--- config.mk ---
export PLATFORM = sky130hd
export DESIGN_NAME = integrate_dump
export DESIGN_NICKNAME = d
export VERILOG_FILES = /design/src/rtl/rounding_pkg.sv /design/src/rtl/integrate_dump_sat_add.sv /design/src/rtl/integrate_dump.sv
export SDC_FILE = /design/constraint.sdc
export NUM_CORES = 1
export LEC_CHECK = 0
export CAP_MARGIN = 20
export CORE_AREA = 2 2 121 123
export CTS_CLUSTER_SIZE = 25
export DETAILED_ROUTE_END_ITERATION = 7
export DIE_AREA = 0 0 123 125
export SLEW_MARGIN = 10
export SYNTH_ARGS = -nofsm -noshare
export SYNTH_HDL_FRONTEND = slang
export SYNTH_SLANG_ARGS = --single-unit
--- constraint.sdc ---
create_clock -name clk -period 4.9 [get_ports clk]
set_input_delay 0.735 -clock clk [delete_from_list [all_inputs] [get_ports clk]]
set_output_delay 0.735 -clock clk [all_outputs]
set_load 0.03 [all_outputs]
--- src/rtl/rounding_pkg.sv ---
// Shared saturation helpers for the integrate-and-dump / rounding datapath.
// Bounds are returned 64 bits wide; callers keep the low `width` bits.
package rounding_pkg;

  typedef struct packed {
    logic [63:0] hi;
    logic [63:0] lo;
  } sat_bounds_t;

  typedef enum logic [2:0] {
    ACT_HOLD  = 3'd0,
    ACT_CLEAR = 3'd1,
    ACT_IDLE  = 3'd2,
    ACT_ACCUM = 3'd3,
    ACT_DUMP  = 3'd4
  } id_action_e;

  function automatic sat_bounds_t sat_bounds(input int unsigned width, input bit is_signed);
    sat_bounds_t b;
    if (is_signed) begin
      b.hi = (64'd1 << (width - 32'd1)) - 64'd1;
      b.lo = ~b.hi;
    end else begin
      b.hi = (64'd1 << width) - 64'd1;
      b.lo = 64'd0;
    end
    return b;
  endfunction

  function automatic bit widths_ok(input int unsigned w_in, input int unsigned w_out);
    return (w_out >= w_in);
  endfunction

endpackage

--- src/rtl/integrate_dump_sat_add.sv ---
// Combinational saturating adder: sum formed at W+1 bits, clamped back to W.
module sat_add
  import rounding_pkg::*;
#(
  parameter int unsigned W         = 32,
  parameter bit          IS_SIGNED = 1'b1
) (
  input  logic [W-1:0] a,
  input  logic [W-1:0] b,
  output logic [W-1:0] sum,
  output logic         ovf
);

  localparam sat_bounds_t BND = sat_bounds(W, IS_SIGNED);
  localparam logic [W-1:0] HI = BND.hi[W-1:0];
  localparam logic [W-1:0] LO = BND.lo[W-1:0];

  logic [W:0] raw_s;
  logic       ext_a_s;
  logic       ext_b_s;

  // Widened add and clamp toward the side the true result left the range.
  always_comb begin
    ext_a_s = 1'b0;
    ext_b_s = 1'b0;
    if (IS_SIGNED) begin
      ext_a_s = a[W-1];
      ext_b_s = b[W-1];
    end else begin
      ext_a_s = 1'b0;
      ext_b_s = 1'b0;
    end
    raw_s = {ext_a_s, a} + {ext_b_s, b};
    sum   = raw_s[W-1:0];
    ovf   = 1'b0;
    if (IS_SIGNED) begin
      ovf = raw_s[W] ^ raw_s[W-1];
      if (!ovf) begin
        sum = raw_s[W-1:0];
      end else if (raw_s[W]) begin
        sum = LO;
      end else begin
        sum = HI;
      end
    end else begin
      ovf = raw_s[W];
      if (ovf) begin
        sum = HI;
      end else begin
        sum = raw_s[W-1:0];
      end
    end
  end

endmodule

--- src/rtl/integrate_dump.sv ---
// Integrate-and-dump decimator: saturating sum of DECIM accepted samples,
// emitted as a registered one-cycle pulse and then cleared.
module integrate_dump
  import rounding_pkg::*;
#(
  parameter int unsigned WIDTH_IN  = 16,
  parameter int unsigned WIDTH_OUT = 32,
  parameter int unsigned DECIM     = 16,
  parameter bit          IS_SIGNED = 1'b1
) (
  input  logic                 clk,
  input  logic                 rst_n,
  input  logic                 ena,
  input  logic                 clr,
  input  logic [WIDTH_IN-1:0]  din,
  input  logic                 din_valid,
  output logic [WIDTH_OUT-1:0] dout,
  output logic                 dout_valid,
  output logic                 dout_sat
);

  if (!widths_ok(WIDTH_IN, WIDTH_OUT)) begin : g_bad_width
    $error("integrate_dump: WIDTH_OUT must be >= WIDTH_IN");
  end
  if (DECIM < 1) begin : g_bad_decim
    $error("integrate_dump: DECIM must be >= 1");
  end

  localparam int unsigned   CNT_W = $clog2(DECIM) + 1;
  localparam logic [CNT_W-1:0] LAST = CNT_W'(DECIM - 1);

  logic [WIDTH_OUT-1:0] acc_r, acc_nxt_s;
  logic [CNT_W-1:0]     cnt_r, cnt_nxt_s;
  logic                 win_sat_r, win_sat_nxt_s;
  logic [WIDTH_OUT-1:0] dout_r, dout_nxt_s;
  logic                 dout_valid_r, dout_valid_nxt_s;
  logic                 dout_sat_r, dout_sat_nxt_s;

  logic                 sign_s;
  logic [WIDTH_OUT-1:0] din_ext_s;
  logic [WIDTH_OUT-1:0] sum_s;
  logic                 ovf_s;
  id_action_e           action_s;

  assign sign_s = IS_SIGNED ? din[WIDTH_IN-1] : 1'b0;

  // Sign- or zero-extend the incoming sample to accumulator width.
  always_comb begin
    din_ext_s = {WIDTH_OUT{sign_s}};
    din_ext_s[WIDTH_IN-1:0] = din;
  end

  sat_add #(
    .W         (WIDTH_OUT),
    .IS_SIGNED (IS_SIGNED)
  ) u_sat_add (
    .a   (acc_r),
    .b   (din_ext_s),
    .sum (sum_s),
    .ovf (ovf_s)
  );

  // Decode what this cycle does; clr wins even while ena is low.
  always_comb begin
    action_s = ACT_HOLD;
    if (clr) begin
      action_s = ACT_CLEAR;
    end else if (ena) begin
      if (din_valid) begin
        if (cnt_r == LAST) begin
          action_s = ACT_DUMP;
        end else begin
          action_s = ACT_ACCUM;
        end
      end else begin
        action_s = ACT_IDLE;
      end
    end else begin
      action_s = ACT_HOLD;
    end
  end

  // Next-state values for the window and the output registers.
  always_comb begin
    acc_nxt_s        = acc_r;
    cnt_nxt_s        = cnt_r;
    win_sat_nxt_s    = win_sat_r;
    dout_nxt_s       = dout_r;
    dout_valid_nxt_s = dout_valid_r;
    dout_sat_nxt_s   = dout_sat_r;
    case (action_s)
      ACT_CLEAR: begin
        acc_nxt_s        = '0;
        cnt_nxt_s        = '0;
        win_sat_nxt_s    = 1'b0;
        dout_valid_nxt_s = 1'b0;
      end
      ACT_IDLE: begin
        dout_valid_nxt_s = 1'b0;
      end
      ACT_ACCUM: begin
        acc_nxt_s        = sum_s;
        cnt_nxt_s        = cnt_r + CNT_W'(1);
        win_sat_nxt_s    = win_sat_r | ovf_s;
        dout_valid_nxt_s = 1'b0;
      end
      ACT_DUMP: begin
        dout_nxt_s       = sum_s;
        dout_valid_nxt_s = 1'b1;
        dout_sat_nxt_s   = win_sat_r | ovf_s;
        acc_nxt_s        = '0;
        cnt_nxt_s        = '0;
        win_sat_nxt_s    = 1'b0;
      end
      default: begin
        acc_nxt_s = acc_r;
      end
    endcase
  end

  // State and output registers.
  always_ff @(posedge clk or negedge rst_n) begin
    if (!rst_n) begin
      acc_r        <= '0;
      cnt_r        <= '0;
      win_sat_r    <= 1'b0;
      dout_r       <= '0;
      dout_valid_r <= 1'b0;
      dout_sat_r   <= 1'b0;
    end else begin
      acc_r        <= acc_nxt_s;
      cnt_r        <= cnt_nxt_s;
      win_sat_r    <= win_sat_nxt_s;
      dout_r       <= dout_nxt_s;
      dout_valid_r <= dout_valid_nxt_s;
      dout_sat_r   <= dout_sat_nxt_s;
    end
  end

  assign dout       = dout_r;
  assign dout_valid = dout_valid_r;
  assign dout_sat   = dout_sat_r;

endmodule

==> impl_results.md, run 1 <==
- CP Launch Type: input port
- Syn Inst Count: 540
- Vias in the first global route: 4344
- Via-to-Cell Ratio: 5.47
- Clock-pin slew on the worst setup and hold paths: 0.06 ns
- DRC errors left: 0
- DR iter-0 viols: 250
- Pwr per Cell Area: 333 nW/um^2
- GPL Wtd Cong: 0.951
- Async SR Flop Fraction: 100%
- First-pass GRT wire length: 22000 um
- DR WL/cell: 17.0 um
- Resized Gates After CTS: 0
- Yosys warns: 0
- CTS tree: yes
- Skew final: 0.00819 ns
- Rows: 44
- Final period util: 83.5%
- Initial antenna violation count: 0
- Root Driver: clkbuf_16
- Clk buf depth: 2
- Worst Path Max Fanout: 17
- Overflow after GRT: 0
- Via count: 4253
- Worst skew pair latency: 0.34 ns
- Pin count of the biggest net entering global routing: 73
- Register area: 1800 um^2
- R2R Path Start: acc_r[0]
- Synth top area cells: dfrtp_1 (37%), ha_1 (8.8%), a21oi_1 (5.1%)
- Cells on Worst Hold Path: 2
- CTS sink count: 72
- H-tree depth: 3
- Final Hold Fails: 0
- Fin nets: 644
- Layout fillers: 1425
- Most frequent cells in the layout: dfrtp_1 (72), nand2_1 (65), clkdlybuf4s50_1 (53)
- RSZ-0062 raised after global routing: no
- R2R Setup Slk: 1.48 ns
- DIE AREA: 15400 um^2
- Status: completed
- Layout cell share with drive strength beyond 1: 8.43%
- I/O pins: 55
- Post-detail-place hpwl: 9790 um
- Number of max-cap violations: 0
- Leak: 2.69 nW
- Post-synth top flop: dfrtp_1
- Port bufs: 54
- Fmax: 244 MHz
- Post-synth cell types: 65
- Final min period: 4.09 ns
- Register bit count reported by yosys: 72
- Final ANT Viol Nets: 0
- Syn Nets: 596
- Leading cell type in the layout, fill and taps excluded: dfrtp_1
- Min-delay src: cnt_r[4]
- Post-Layout Cell Count: 777
- CP Data Required Time: 5.12 ns
- Worst Hold End: cnt_r[4]
- Rel. slew slack: 35.2%
- Cell taking the most area after synthesis: dfrtp_1
- Starting density of the core: 34.1%
- ANT cells: 0
- Post-CTS Setup Bufs: 0
- Synth Area per Inst: 8.96 um^2
- Post-synthesis sequential area ratio: 37.2%
- Reg-to-Reg End: acc_r[11]
- Setup Total Neg Slack: 0 ns
- Post-synth EDFFs: 0
- Final Slew Violations: 0
- Gr usage total: 18.0%
- Multi-input logic area: 2850 um^2
- Critical path class: in -> reg
- Reg2reg path depth: 13
- Worst EP arrival: 4.31 ns
- Die Wd: 123 um
- Core Area: 14200 um^2
- Pre-antenna DRT Iters: 4
- Synth top area share: 37.2%
- Worst-margin pin slew: 0.972 ns
- Setup violators final: 0
- Area growth, synth to finish: 22.0%
- Placed cells: 761
- Worst VDD drop: 0.000218 V
- Total detailed-routing wirelength: 13200 um
- TritonCTS Buffers: 9
- Hold_buf cts: 0
- Chip height: 125 um
- Worst Setup End Kind: flip-flop
- Mapped Area: 4840 um^2
- Hold crit path type: reg -> reg
## per-stage QoR
stage	total power, mW	cell area, um^2	worst slack, ns	util, %	hold WS [ns]
after floorplan	1.09	4840	1.74	-	0.439
after global placement	1.25	5580	0.528	39.3	0.464
after detailed placement	1.26	5580	0.481	39.3	0.473
after CTS	1.97	5900	0.816	41.5	0.488
after global routing	2.08	5900	0.500	41.5	0.501
final	1.96	5900	0.806	41.5	0.484
## cells in the mapped netlist, drive strengths merged (6+ instances only)
master and n:
nand2 66, o311ai 16, nor3 6, clkbuf 16, nand4 9, inv 12, nand3 12, a21o 13
a21oi 49, nor2 51, o22a 17, o211ai 6, dfrtp 72, nand2b 7, xor2 13, ha 34
o21a 9, o21ai 31, xnor2 13, buf 13
## critical path, stage by stage
cell and delay (ns):
clkdlybuf4s50_1 0.71, buf_4 0.32, ha_1 0.42, o21a_1 0.15, o211ai_1 0.23, nand2_1 0.09
a311o_1 0.40, a31oi_4 0.18, nand2b_2 0.14, mux2i_2 0.30, nand2_1 0.28, buf_12 0.23
o311ai_0 0.11
## registers in the layout (all words and copies together) (netlist names)
signal,count
cnt_r,5
dout_valid,1
dout_sat,1
win_sat_r,1
dout,32
acc_r,32
## cell families (layout without fill, tap and decap cells)
logic type / after synthesis / in the layout / synth area share [%]
xor gates and xnor gates: 26 / 26 / 4.71
muxes: 5 / 5 / 1.53
and+or+nand+nor: 177 / 177 / 16.9
AOI/OAI and AO/OA: 184 / 184 / 26.4
DFF: 72 / 72 / 37.2
buffers and inverters: 41 / 94 / 3.96
adders and majority gates: 35 / 35 / 9.21
## power by group
group	leakage, nW	internal [mW]	switching [mW]
combinational	1.54	0.236	0.362
clock	0.156	0.446	0.266
sequential	0.992	0.628	0.0241
total	2.69	1.31	0.653
## how the worst max path moves through the flow
| stage | start | to | slack [ns] | cells after the start |
|---|---|---|---|---|
| after floorplan | din[15] | dout[10] | 1.74 | 12 |
| final | din[15] | acc_r[11] | 0.81 | 13 |
| after global routing | din[15] | acc_r[6] | 0.50 | 13 |
| after detailed placement | din[15] | dout[16] | 0.48 | 12 |
| after CTS | din[15] | dout[16] | 0.82 | 12 |
| after global placement | din[15] | acc_r[20] | 0.53 | 13 |
## area by class of cell
type | count | area share, %
Tap cell | 184 | 3.90
Clock buffer | 9 | 3.82
Inverter | 12 | 0.764
Clock inverter | 7 | 1.61
Sequential cell | 72 | 30.5
Multi-Input combinational cell | 427 | 48.3
Timing Repair Buffer | 66 | 11.1
## layer usage
metal	part of all wire, %	GRT usage, %
met5	0	0
met4	2.4	5.61
met3	5.0	3.83
met2	46	28.7
met1	46	24.3
No activity file was read; power rests on OpenSTA's default activity.
==> run 2: changes to the inputs <==
==> constraint.sdc (replaced) <==
create_clock -name clk -period 3.9 [get_ports clk]
set_input_delay 0.585 -clock clk [delete_from_list [all_inputs] [get_ports clk]]
set_output_delay 0.585 -clock clk [all_outputs]
set_load 0.03 [all_outputs]
==> run 2 against run 1 <==
Against the previous run:
- sequential cell count unchanged
- die area unchanged
- non-clock buffer count increased by 23
- sequential power increased by 26%
- clock-buffer cell count increased by 4
- sequential share of layout area decreased by 0.83 points
- critical path type unchanged
==> impl_results.md, run 2 (synthesis gave the netlist of run 1 again) <==
- DR iter-0 viols: 223 (-11%)
- Worst-margin pin slew: 0.984 ns (+0.0120 ns)
- TritonCTS Buffers: 9 (unchanged)
- Rows: 44 (unchanged)
- Placed cells: 784 (+3.0%)
- Post-detail-place hpwl: 10300 um (+4.8%)
- Worst skew pair latency: 0.34 ns (about the same)
- Final period util: 90.0%
- Rel. slew slack: 34.4% (-0.80 points)
- CP Data Required Time: 4.16 ns (-0.96 ns)
- Area growth, synth to finish: 25.4%
- Final Slew Violations: 0 (unchanged)
- DR WL/cell: 16.8 um (-1.3%)
- Crit-path cells: clkdlybuf4s50_1, buf_12, ha_1, a21o_1, a311oi_1, o211ai_1, a311o_1, a31oi_4, or2b_4, and2_1, buf_4, nand2_1, a21oi_1
- Fin nets: 667 (+3.6%)
- Critical path class: in -> reg
- RSZ-0062 raised after global routing: no
- Sequential power share: 33.4% (+0.2 points)
- Port bufs: 54 (unchanged)
- First-pass GRT wire length: 22400 um (+2.0%)
- Skew final: 0.00559 ns (-0.00260 ns)
- Overflow after GRT: 0 (unchanged)
- Pin count of the biggest net entering global routing: 73 (unchanged)
- DRC errors left: 0 (unchanged)
- Fmax: 285 MHz
- Die Wd: 123 um (unchanged)
- Initial antenna violation count: 0 (unchanged)
- Clk buf depth: 2 (unchanged)
- Worst Setup Slack, final: 0.388 ns (-0.418 ns)
- Final Hold Fails: 0 (unchanged)
- Post-CTS Setup Bufs: 0 (unchanged)
- Setup Total Neg Slack: 0 ns (unchanged)
- Final ANT Viol Nets: 0 (unchanged)
- Leading cell type in the layout, fill and taps excluded: dfrtp_1
- Number of max-cap violations: 0 (unchanged)
- CP Launch Type: input port
- Worst Path Max Fanout: 17 (unchanged)
- Gr usage total: 18.5% (+0.54 points)
- Setup violators final: 0 (unchanged)
- Worst Setup End Kind: flip-flop
- Final Util: 42.7% (+1.2 points)
- Resized Gates After CTS: 0 (unchanged)
- Net Sw Frac: 32.6% (-0.61 points)
- Psw: 800 uW (+23%)
- GPL Wtd Cong: 0.923 (-3.0%)
- CTS sink count: 72 (unchanged)
- Hold crit path type: in -> async
- Layout cell share with drive strength beyond 1: 11.5% (+3.1 points)
- DIE AREA: 15400 um^2 (unchanged)
- Placed Area: 5760 um^2 (+3.3%)
- Part of the power in combinational logic: 32.6% (+2.1 points)
- Via-to-Cell Ratio: 5.36 (-2.1%)
- Via count: 4286 (+0.78%)
- Pre-antenna DRT Iters: 4 (unchanged)
- Leak: 2.80 nW (+4.1%)
- Pwr per Cell Area: 404 nW/um^2 (+21%)
- Hold_buf cts: 0 (unchanged)
- Tot Pwr: 2.45 mW (+25%)
- Total detailed-routing wirelength: 13400 um (+1.6%)
- Worst VDD drop: 0.000210 V (-3.5%)
- Vias in the first global route: 4409 (+1.5%)
- ANT cells: 0 (unchanged)
- Fin area: 6060 um^2 (+2.8%)
- I/O pins: 55 (unchanged)
- Status: completed
- Most frequent cells in the layout: dfrtp_1 (72), nand2_1 (65), clkdlybuf4s50_1 (53)
- Hold WS: 0.378 ns (-0.106 ns)
- Place WS: 0.0393 ns (-0.442 ns)
- Clock-pin slew on the worst setup and hold paths: 0.06 ns (about the same)
- Core Area: 14200 um^2 (unchanged)
- Chip height: 125 um (unchanged)
- Final min period: 3.51 ns
- Post-Layout Cell Count: 800 (+3.0%)
- H-tree depth: 3 (unchanged)
- Starting density of the core: 34.1% (unchanged)
- Clock power share: 34.0% (-2.3 points)
- Internal power: 1.65 mW (+26%)
- CP max stage cell: clkdlybuf4s50_1
- CTS tree: yes
- Root Driver: clkbuf_16
- Max incr delay on CP: 0.44 ns (-0.27 ns)
- Worst EP arrival: 3.77 ns (-0.54 ns)
run 2: cell count changes in the layout (fill, tap and decap cells not counted), sizes merged:
cell	change
clkinvlp	-1
clkinv	-1
bufinv	-1
buf	+23
inv	-1
clkbuf	+4
run 2: power by group through the flow:
stage / clock [mW] / sequential, mW / combinational [mW]
2_1_floorplan: 0 / 0.820 / 0.544
3_3_place_gp: 0 / 0.831 / 0.787
3_5_place_dp: 0 / 0.832 / 0.795
4_1_cts: 0.853 / 0.819 / 0.800
5_1_grt: 0.898 / 0.824 / 0.888
6_report: 0.834 / 0.819 / 0.799
run 2: path summary, 6_finish.rpt:
kind                       slack (ns)  depth (start not counted)          to       start
max reg2reg                      0.79                         13    dout[19]    acc_r[0]
max in group asynchronous        2.92                          1   acc_r[15]       rst_n
min                              0.38                          1    cnt_r[0]       rst_n
min reg2reg                      0.48                          2  dout_valid  dout_valid
max                              0.39                         13    dout[28]     din[15]
min in group clk                 0.48                          2  dout_valid  dout_valid
run 2: worst max-delay path, delay by kind of cell:
family	cells	cell delay, ns
compound gates	6	1.43
fa+ha+maj	1	0.34
buf+inv	3	0.81
simple gates	3	0.61
run 2: area by class of cell:
| type | count | area (um^2) |
|---|---|---|
| sequential | 72 | 1800 |
| tap | 184 | 230 |
| clock buffer | 13 | 260 |
| timing repair buffer | 89 | 838 |
| inverter | 12 | 45.0 |
| multi-input combinational | 427 | 2850 |
| clock inverter | 3 | 40.0 |
| fill | 1422 | 8140 |
run 2: layer usage:
layer | share of wire, % | vias up | GRT usage [%]
li1 | - | 2124 | -
met1 | 47 | 2052 | 24.6
met2 | 47 | 94 | 29.9
met3 | 3.9 | 16 | 4.97
met4 | 1.7 | 0 | 4.75
met5 | 0 | - | 0
==> run 3: changes to the inputs <==
--- a/config.mk
+++ b/config.mk
@@ -10,6 +10,7 @@
 export CTS_CLUSTER_SIZE = 25
 export DETAILED_ROUTE_END_ITERATION = 7
 export DIE_AREA = 0 0 123 125
+export SKIP_LAST_GASP = 1
 export SLEW_MARGIN = 10
 export SYNTH_ARGS = -nofsm -noshare
 export SYNTH_HDL_FRONTEND = slang
==> results of run 3 <==
Final layout, timing and power as in run 2 (identical DEF).
